--- config.mk ---
export PLATFORM = sky130hd
export DESIGN_NAME = vga_grid_scanout
export DESIGN_NICKNAME = d
export VERILOG_FILES = /design/src/rtl/vga_grid_scanout.sv
export SDC_FILE = /design/constraint.sdc
export NUM_CORES = 1
export LEC_CHECK = 0
export BUFFER_PORTS_ARGS = -buffer_cell sky130_fd_sc_hd__buf_2
export CAP_MARGIN = 15
export CORE_MARGIN = 5
export CORE_UTILIZATION = 31
export DETAILED_ROUTE_END_ITERATION = 16
export PLACE_DENSITY_LB_ADDON = 0.12
export SLEW_MARGIN = 20
export SYNTH_ARGS = -nofsm -noshare
export SYNTH_HDL_FRONTEND = slang
export SYNTH_SLANG_ARGS = --single-unit
--- constraint.sdc ---
create_clock -name clk -period 2.7 [get_ports clk]
set_input_delay 0.405 -clock clk [delete_from_list [all_inputs] [get_ports clk]]
set_output_delay 0.405 -clock clk [all_outputs]
set_load 0.005 [all_outputs]
--- src/rtl/vga_grid_scanout.sv ---
// 640x480@60 VGA scan-out that reads one 16-bit grid word per 8x8 cell from a
// read-only memory port and drives registered sync, blanking and 8-bit colour.
module vga_grid_scanout #(
    parameter int unsigned H_ACTIVE   = 640,
    parameter int unsigned H_FP       = 16,
    parameter int unsigned H_SYNC     = 96,
    parameter int unsigned H_BP       = 48,
    parameter int unsigned V_ACTIVE   = 480,
    parameter int unsigned V_FP       = 10,
    parameter int unsigned V_SYNC     = 2,
    parameter int unsigned V_BP       = 33,
    parameter int unsigned CELL_SHIFT = 3,
    parameter logic [15:0] GRID_BASE  = 16'hC000,
    parameter int unsigned CLK_DIV    = 2
) (
    input  logic        clk,
    input  logic        reset,
    input  logic [15:0] mem_data,
    output logic [15:0] mem_addr,
    output logic [15:0] mem_din,
    output logic        mem_we,
    output logic        hsync,
    output logic        vsync,
    output logic [7:0]  rgb,
    output logic        vblank,
    output logic        frame_start
);

    localparam int unsigned H_TOTAL = H_ACTIVE + H_FP + H_SYNC + H_BP;
    localparam int unsigned V_TOTAL = V_ACTIVE + V_FP + V_SYNC + V_BP;
    localparam int unsigned GRID_W  = H_ACTIVE >> CELL_SHIFT;
    localparam int unsigned HW      = $clog2(H_TOTAL);
    localparam int unsigned VW      = $clog2(V_TOTAL);
    localparam int unsigned DW      = $clog2(CLK_DIV);

    localparam logic [HW-1:0] H_LAST       = HW'(H_TOTAL - 1);
    localparam logic [HW-1:0] H_ACT_END    = HW'(H_ACTIVE);
    localparam logic [HW-1:0] H_SYNC_START = HW'(H_ACTIVE + H_FP);
    localparam logic [HW-1:0] H_SYNC_END   = HW'(H_ACTIVE + H_FP + H_SYNC);
    localparam logic [VW-1:0] V_LAST       = VW'(V_TOTAL - 1);
    localparam logic [VW-1:0] V_ACT_END    = VW'(V_ACTIVE);
    localparam logic [VW-1:0] V_SYNC_START = VW'(V_ACTIVE + V_FP);
    localparam logic [VW-1:0] V_SYNC_END   = VW'(V_ACTIVE + V_FP + V_SYNC);
    localparam logic [DW-1:0] DIV_LAST     = DW'(CLK_DIV - 1);

    logic [DW-1:0] div_q;
    logic [HW-1:0] h_q;
    logic [VW-1:0] v_q;
    logic          pix_en;
    logic          h_wrap;
    logic          v_wrap;
    logic          active;
    logic [15:0]   cell_row_off;
    logic [15:0]   cell_col;
    logic [7:0]    unused_mem_hi;

    assign pix_en = (div_q == DIV_LAST);
    assign h_wrap = (h_q == H_LAST);
    assign v_wrap = (v_q == V_LAST);
    assign active = (h_q < H_ACT_END) && (v_q < V_ACT_END);

    // Counters only move on pix_en, so the address holds for the whole pixel period.
    assign cell_row_off = 16'(32'(v_q >> CELL_SHIFT) * GRID_W);
    assign cell_col     = 16'(h_q >> CELL_SHIFT);
    assign mem_addr     = active ? (GRID_BASE + cell_row_off + cell_col) : GRID_BASE;

    assign mem_din       = 16'h0000;
    assign mem_we        = 1'b0;
    assign unused_mem_hi = mem_data[15:8];

    always_ff @(posedge clk or posedge reset) begin
        if (reset) begin
            div_q <= '0;
            h_q   <= '0;
            v_q   <= '0;
        end else begin
            div_q <= pix_en ? '0 : div_q + DW'(1);
            if (pix_en) begin
                h_q <= h_wrap ? '0 : h_q + HW'(1);
                if (h_wrap) begin
                    v_q <= v_wrap ? '0 : v_q + VW'(1);
                end
            end
        end
    end

    // Outputs describe the pixel whose period is ending; mem_data is valid on pix_en.
    always_ff @(posedge clk or posedge reset) begin
        if (reset) begin
            hsync       <= 1'b1;
            vsync       <= 1'b1;
            rgb         <= 8'h00;
            vblank      <= 1'b0;
            frame_start <= 1'b0;
        end else begin
            frame_start <= pix_en && h_wrap && v_wrap;
            if (pix_en) begin
                hsync  <= !((h_q >= H_SYNC_START) && (h_q < H_SYNC_END));
                vsync  <= !((v_q >= V_SYNC_START) && (v_q < V_SYNC_END));
                vblank <= (v_q >= V_ACT_END);
                rgb    <= active ? mem_data[7:0] : 8'h00;
            end
        end
    end

endmodule

==> results of run 1 <==
==> layout make-up <==
cell class,count,share of cell area (%)
Clock buffer,7,3.17
Sequential cell,33,30.5
Multi-Input combinational cell,181,49.0
Timing Repair Buffer,53,11.5
Tap cell,96,4.42
Inverter,10,1.38
==> kinds of logic after synthesis <==
family                   synth area share (%)
other                                   0.342
AO/OA/AOI/OAI                            10.9
multiplexers                            0.456
flip-flops                               37.8
adder cells (fa/ha/maj)                  12.1
AND/OR/NAND/NOR                          20.5
XOR/XNOR                                 8.79
buffers and inverters                    9.13
==> synthesized netlist by cell type, drive strengths merged, types with 3 or more instances <==
master | n | area share, %
o2bb2ai | 8 | 3.2
nand2 | 24 | 4.1
nand4 | 7 | 2.7
ha | 18 | 10
and3 | 10 | 2.9
buf | 21 | 7.1
nor4 | 3 | 1.8
xnor2 | 14 | 5.6
nor2 | 24 | 4.1
inv | 9 | 1.5
nand3 | 4 | 0.91
nor3 | 4 | 0.91
a21oi | 7 | 1.6
xor2 | 8 | 3.2
o21ai | 6 | 1.4
dfrtp | 31 | 35
==> worst reg2reg max path, stage by stage, from the launching register on <==
cell and delay (ps):
dfrtp_1 410, ha_1 230, nand4_4 170, nor4_4 230, buf_4 240, and4_4 260
nand3_1 90, xnor2_1 130
==> repair_timing <==
action	CTS	global route
hold buffers	0	0
setup endpoints to repair	5	6
hold endpoints to repair	0	0
pin swaps	6	2
buffers inserted	2	0
gates resized for setup	14	6
==> routing by layer <==
metal	vias to the layer above	track usage [%]	routed length, µm
li1	863	-	-
met1	807	14.3	2270
met2	44	18.8	2160
met3	8	3.53	289
met4	0	4.33	75
met5	-	0	0
==> metrics by stage <==
step,TNS (ps),cell area (µm²),util (%),std cells
2_1_floorplan,0,2260,-,247
3_3_place_gp,-257,2510,36.7,371
3_5_place_dp,-361,2510,36.7,371
4_1_cts,-783,2670,39.1,380
5_1_grt,-1310,2720,39.8,380
6_report,-582,2720,39.8,380
==> flip-flops by register name, summed over array words and instances (netlist names) <==
signal       flops
h_q             10
v_q             10
rgb              8
div_q            1
frame_start      1
hsync            1
vblank           1
vsync            1
==> path summary, 6_finish.rpt <==
path,to,cells after the start,startpoint
worst min-delay path,rgb[4]$_DFFE_PP0P_,2,reset
worst min register to register,rgb[7]$_DFFE_PP0P_,1,rgb[7]$_DFFE_PP0P_
min in group clk,rgb[7]$_DFFE_PP0P_,3,mem_data[7]
worst max-delay path,mem_addr[11],10,v_q[6]$_DFFE_PP0P_
max in group asynchronous,div_q$_DFF_PP0_,3,reset
worst max register to register,v_q[8]$_DFFE_PP0P_,7,h_q[0]$_DFFE_PP0P_
==> cell usage in the layout, fill, tap and decap left out, types with 2 or more instances in the layout <==
cell type   n
ha_4        2
buf_2      35
dfrtp_1    31
xor2_1      7
o21ai_0     6
a21oi_1     4
o2bb2ai_1   8
nor4_4      2
a21oi_2     2
inv_1       9
ha_1       15
and3_1      9
nor3_1      4
nor2_1     22
nand2_1    23
a21o_1      2
nand3_1     4
buf_4      17
dfstp_2     2
xnor2_1    14
nand4_1     6
clkbuf_8    6
conb_1     19
==> power groups by stage <==
stage / Sequential, mW / Combinational (mW) / Clock, mW
4_1_cts: 0.504 / 0.0384 / 0.392
2_1_floorplan: 0.513 / 0.0383 / 0
5_1_grt: 0.504 / 0.0454 / 0.424
6_report: 0.504 / 0.0377 / 0.374
3_5_place_dp: 0.513 / 0.0387 / 0
3_3_place_gp: 0.513 / 0.0383 / 0
==> results.py, run 1 <==
metrics = {
    "status": {
        "status": "complete, but fails checks",
        "violations": "negative setup slack",
    },
    "finish": {
        "fillers": 703,
        "multi_input_area_mm2": 0.00133,
        "drive_above_1_share_pct": 28.9,
        "diodes": 0,
        "nNetsFinal": 322,
        "regArea_um2": 828,
        "areaGrowthSynthToFinish_pct": 24.0,
    },
    "cts": {
        "cts_buffers": 5,
        "clkLatencyLatePin_ps": 280,
        "clk_path_buf_depth": 2,
        "cts_tree": "built",
        "clock_sinks": 33,
        "path_clk_slew_ps": 70,
        "cts_max_level": 2,
        "clockRootBuffer": "clkbuf_8",
    },
    "synth": {
        "ys_seq_area_share_pct": 37.8,
        "syn_inst": 230,
        "yosysWarnings": 0,
        "ys_types": 45,
        "syn_avg_cell_area_um2": 9.54,
        "ys.flop_type": "dfrtp_1",
        "synth_area_mm2": 0.00219,
        "synth-edff-count": 0,
        "synth-seq-cells": 33,
        "ys_async_sr_fraction_pct": 100,
    },
    "setup_path": {
        "cp.required_ps": 2300,
        "critPathMaxFanout": 4,
        "setup.worst_path.start_class": "register",
        "cp-end-kind": "output port",
        "critPathKind": "reg -> out",
        "worstPathCellList": "ha_1 > ha_2 > fa_2 > a21oi_4 > o21bai_1 > xor2_1 > buf_4 > xnor2_1 > nor2_1 > buf_2",
        "ff2ff_setup_slack_ps": 830,
        "path_delay_family": "adder cells",
        "cp.arrival_ps": 2500,
        "cp_num_buf_inv": 2,
        "cp_slowest_stage_delay_ps": 390,
        "critical-path-slowest-cell": "fa_2",
    },
    "sta": {
        "tightest_slew_ps": 793,
        "setup_viol": 4,
        "fmax_mhz": 344,
        "maxSlewViolCount": 0,
        "period_needed_ps": 2900,
        "fin_crit_sh_pct": 108,
        "worst_clock_skew_ps": 3.38,
        "hold_viol_final": 0,
        "holdWs_ps": 264,
        "rsz0062_at_grt": "true",
        "worst_slack_ps": -204,
        "max_slew_margin_pct": 47.1,
    },
    "drt": {
        "route.detailed.drc": 0,
        "drt_iter0_drc": 85,
        "dr.pass1.iters": 4,
        "wl_per_cell_um": 12.6,
        "routed_wl_um": 4800,
        "antenna_left": 0,
        "vias_per_cell": 4.53,
        "vias": 1722,
    },
    "floorplan": {
        "io_pins": 63,
        "core_mm2": 0.00683,
        "start_util_pct": 32.1,
        "rows": 30,
        "design.die.area_mm2": 0.00886,
        "die_h_um": 94.1,
        "die_x_um": 94.1,
    },
    "min_path": {
        "hold_path_class": "in -> async",
    },
    "pwr": {
        "power.internal_uw": 716,
        "p_comb_share_pct": 4.1,
        "p_seq_share_pct": 55.0,
        "vdd.ir_drop.worst_v": 0.000256,
        "power.leakage_nw": 1.35,
        "swShare_pct": 21.8,
        "powerDensity_mw_per_mm2": 337,
        "pwr-share-clk_pct": 40.9,
        "p_sw_uw": 200,
        "p_total_uw": 916,
    },
    "global_routing": {
        "antenna_found_initial": 0,
        "grt_max_degree": 21,
        "grt_pass1_wl_um": 8090,
        "grt_overflow_total": 0,
        "grt_pass1_vias": 1724,
        "track_usage_pct": 11.5,
    },
    "place": {
        "numPortBuffers": 35,
        "place_ws_ps": -131,
        "gp_congestion": 0.713,
        "hpwlAfterDp_um": 3610,
    },
    "run": {
        "cap_violations": 0,
    },
}
No activity file was read; power rests on OpenSTA's default activity.
==> run 2: changes to the inputs <==
Settings changed: RECOVER_POWER from default to 50.
==> run 2 against run 1 <==
  * Register-to-register slack got worse by 120 ps
  * Largest cell class unchanged
  * Fmax is essentially flat
  * The run still ends with negative setup slack left
  * Clock power barely moved
  * Sequential power barely moved
  * Highest routed layer unchanged
  * Non-clock buffer count is the same
  * Hold slack lost 2.8 ps
==> results.py, run 2 (synthesis results as in run 1) <==
metrics = {
    "sta": {
        "fin_crit_sh_pct": 108,
        "rsz0062_at_grt": "true",
        "hold_viol_final": 0,
        "period_needed_ps": 2900,
        "maxSlewViolCount": 0,
        "holdWs_ps": 261,
        "setup_viol": 4,
        "fmax_mhz": 344,
        "tightest_slew_ps": 848,
        "max_slew_margin_pct": 43.5,
        "worst_clock_skew_ps": 3.29,
        "worst_slack_ps": -205,
    },
    "cts": {
        "ctsHoldBuffers": 0,
        "cts_tree": "built",
        "clk_path_buf_depth": 2,
        "path_clk_slew_ps": 70,
        "clkLatencyLatePin_ps": 280,
        "cts_buffers": 5,
        "clockRootBuffer": "clkbuf_8",
        "clock_sinks": 33,
        "cts_max_level": 2,
    },
    "finish": {
        "postLayoutCoreUtil_pct": 39.4,
        "final_cells": 380,
        "design_area_mm2": 0.00269,
        "nNetsFinal": 322,
        "areaGrowthSynthToFinish_pct": 22.6,
        "fillers": 711,
        "diodes": 0,
        "reg_top3": "h_q: 10 flops, v_q: 10 flops, rgb: 8 flops",
        "drive_above_1_share_pct": 26.1,
        "layout_common_cells": "dfrtp_1, buf_2, nand2_1",
    },
    "drt": {
        "vias_per_cell": 4.54,
        "route.detailed.drc": 0,
        "vias": 1727,
        "antenna_left": 0,
        "routed_wl_um": 4800,
        "wl_per_cell_um": 12.6,
        "drt_iter0_drc": 97,
        "dr.pass1.iters": 4,
    },
    "status": {
        "violations": "negative setup slack",
        "status": "complete, but fails checks",
    },
    "setup_path": {
        "cp_num_buf_inv": 2,
        "worstPathCellList": "ha_1 > ha_2 > fa_2 > a21oi_4 > o21bai_1 > xor2_1 > buf_4 > xnor2_1 > nor2_1 > buf_2",
        "worst-path-stages": 10,
        "cp-end-kind": "output port",
        "cp.arrival_ps": 2500,
        "setup.worst_path.start_class": "register",
        "reg2reg_from": "h_q[0]$_DFFE_PP0P_",
        "cp_slowest_stage_delay_ps": 390,
        "rr_endpoint": "v_q[8]$_DFFE_PP0P_",
        "path_delay_family": "adder cells",
        "critPathMaxFanout": 4,
        "critPathKind": "reg -> out",
        "cp.required_ps": 2300,
        "ff2ff_setup_slack_ps": 710,
        "critical-path-slowest-cell": "fa_2",
        "r2r_cells": 7,
    },
    "run": {
        "cap_violations": 0,
    },
    "floorplan": {
        "die_h_um": 94.1,
        "start_util_pct": 32.1,
        "die_x_um": 94.1,
        "design.die.area_mm2": 0.00886,
        "rows": 30,
        "io_pins": 63,
        "core_mm2": 0.00683,
    },
    "global_routing": {
        "grt_max_degree": 21,
        "track_usage_pct": 11.5,
        "antenna_found_initial": 0,
        "grt_pass1_vias": 1724,
        "grt_overflow_total": 0,
        "grt_pass1_wl_um": 8090,
    },
    "place": {
        "gp_congestion": 0.713,
        "hpwlAfterDp_um": 3610,
        "place_inst": 371,
        "place_area_mm2": 0.00251,
        "numPortBuffers": 35,
    },
    "pwr": {
        "p_total_uw": 915,
        "powerDensity_mw_per_mm2": 340,
        "vdd.ir_drop.worst_v": 0.000256,
        "power.leakage_nw": 1.33,
    },
    "min_path": {
        "hold_path_class": "in -> async",
    },
}
[run 2: repair_timing]
| item | 4_1_cts | 5_1_grt |
|---|---|---|
| endpoints found under the setup margin | 5 | 6 |
| resized for setup | 14 | 6 |
| pin swaps | 6 | 2 |
| setup buffers | 2 | 0 |
| cloned | 0 | 0 |
[run 2: cell type report]
cell class | instances | area [µm²] | area share, %
tap | 96 | 120 | 4.47
clock buffer | 7 | 86.3 | 3.21
timing repair buffer | 53 | 298 | 11.1
inverter | 10 | 37.5 | 1.40
sequential | 33 | 828 | 30.8
multi-input combinational | 181 | 1320 | 49.0
[run 2: how the worst max path moves through the flow]
stage / to / start
3_3_place_gp: mem_addr[12] / v_q[6]$_DFFE_PP0P_
5_1_grt: mem_addr[11] / v_q[6]$_DFFE_PP0P_
6_report: mem_addr[11] / v_q[6]$_DFFE_PP0P_
2_1_floorplan: mem_addr[12] / v_q[4]$_DFFE_PP0P_
3_5_place_dp: mem_addr[11] / v_q[6]$_DFFE_PP0P_
4_1_cts: mem_addr[12] / v_q[6]$_DFFE_PP0P_
[run 2: power by group]
| part | total (mW) | internal, mW | leakage [nW] | switching (mW) |
|---|---|---|---|---|
| Clock | 0.375 | 0.202 | 0.0443 | 0.172 |
| Combinational | 0.0357 | 0.0116 | 0.862 | 0.0242 |
| Sequential | 0.504 | 0.501 | 0.421 | 0.00363 |
[run 2: stage by stage]
| stage | setup TNS, ps | setup WS, ps |
|---|---|---|
| 3_5_place_dp | -361 | -131 |
| 3_3_place_gp | -257 | -112 |
| 2_1_floorplan | 0 | 15.6 |
| 4_1_cts | -783 | -244 |
| 5_1_grt | -1310 | -335 |
| 6_report | -582 | -205 |
[run 2: worst register-to-register path, stage by stage, from the launching register on]
cell and delay (ps):
dfrtp_1 400, ha_1 180, nand4_1 280, nor4_4 280
buf_4 240, and4_4 260, nand3_1 90, xnor2_1 130
[run 2: routing by layer]
metal | global-route usage [%] | part of all wire (%)
met1 | 14.3 | 48
met2 | 18.8 | 45
met3 | 3.53 | 6.0
met4 | 4.33 | 1.6
met5 | 0 | 0
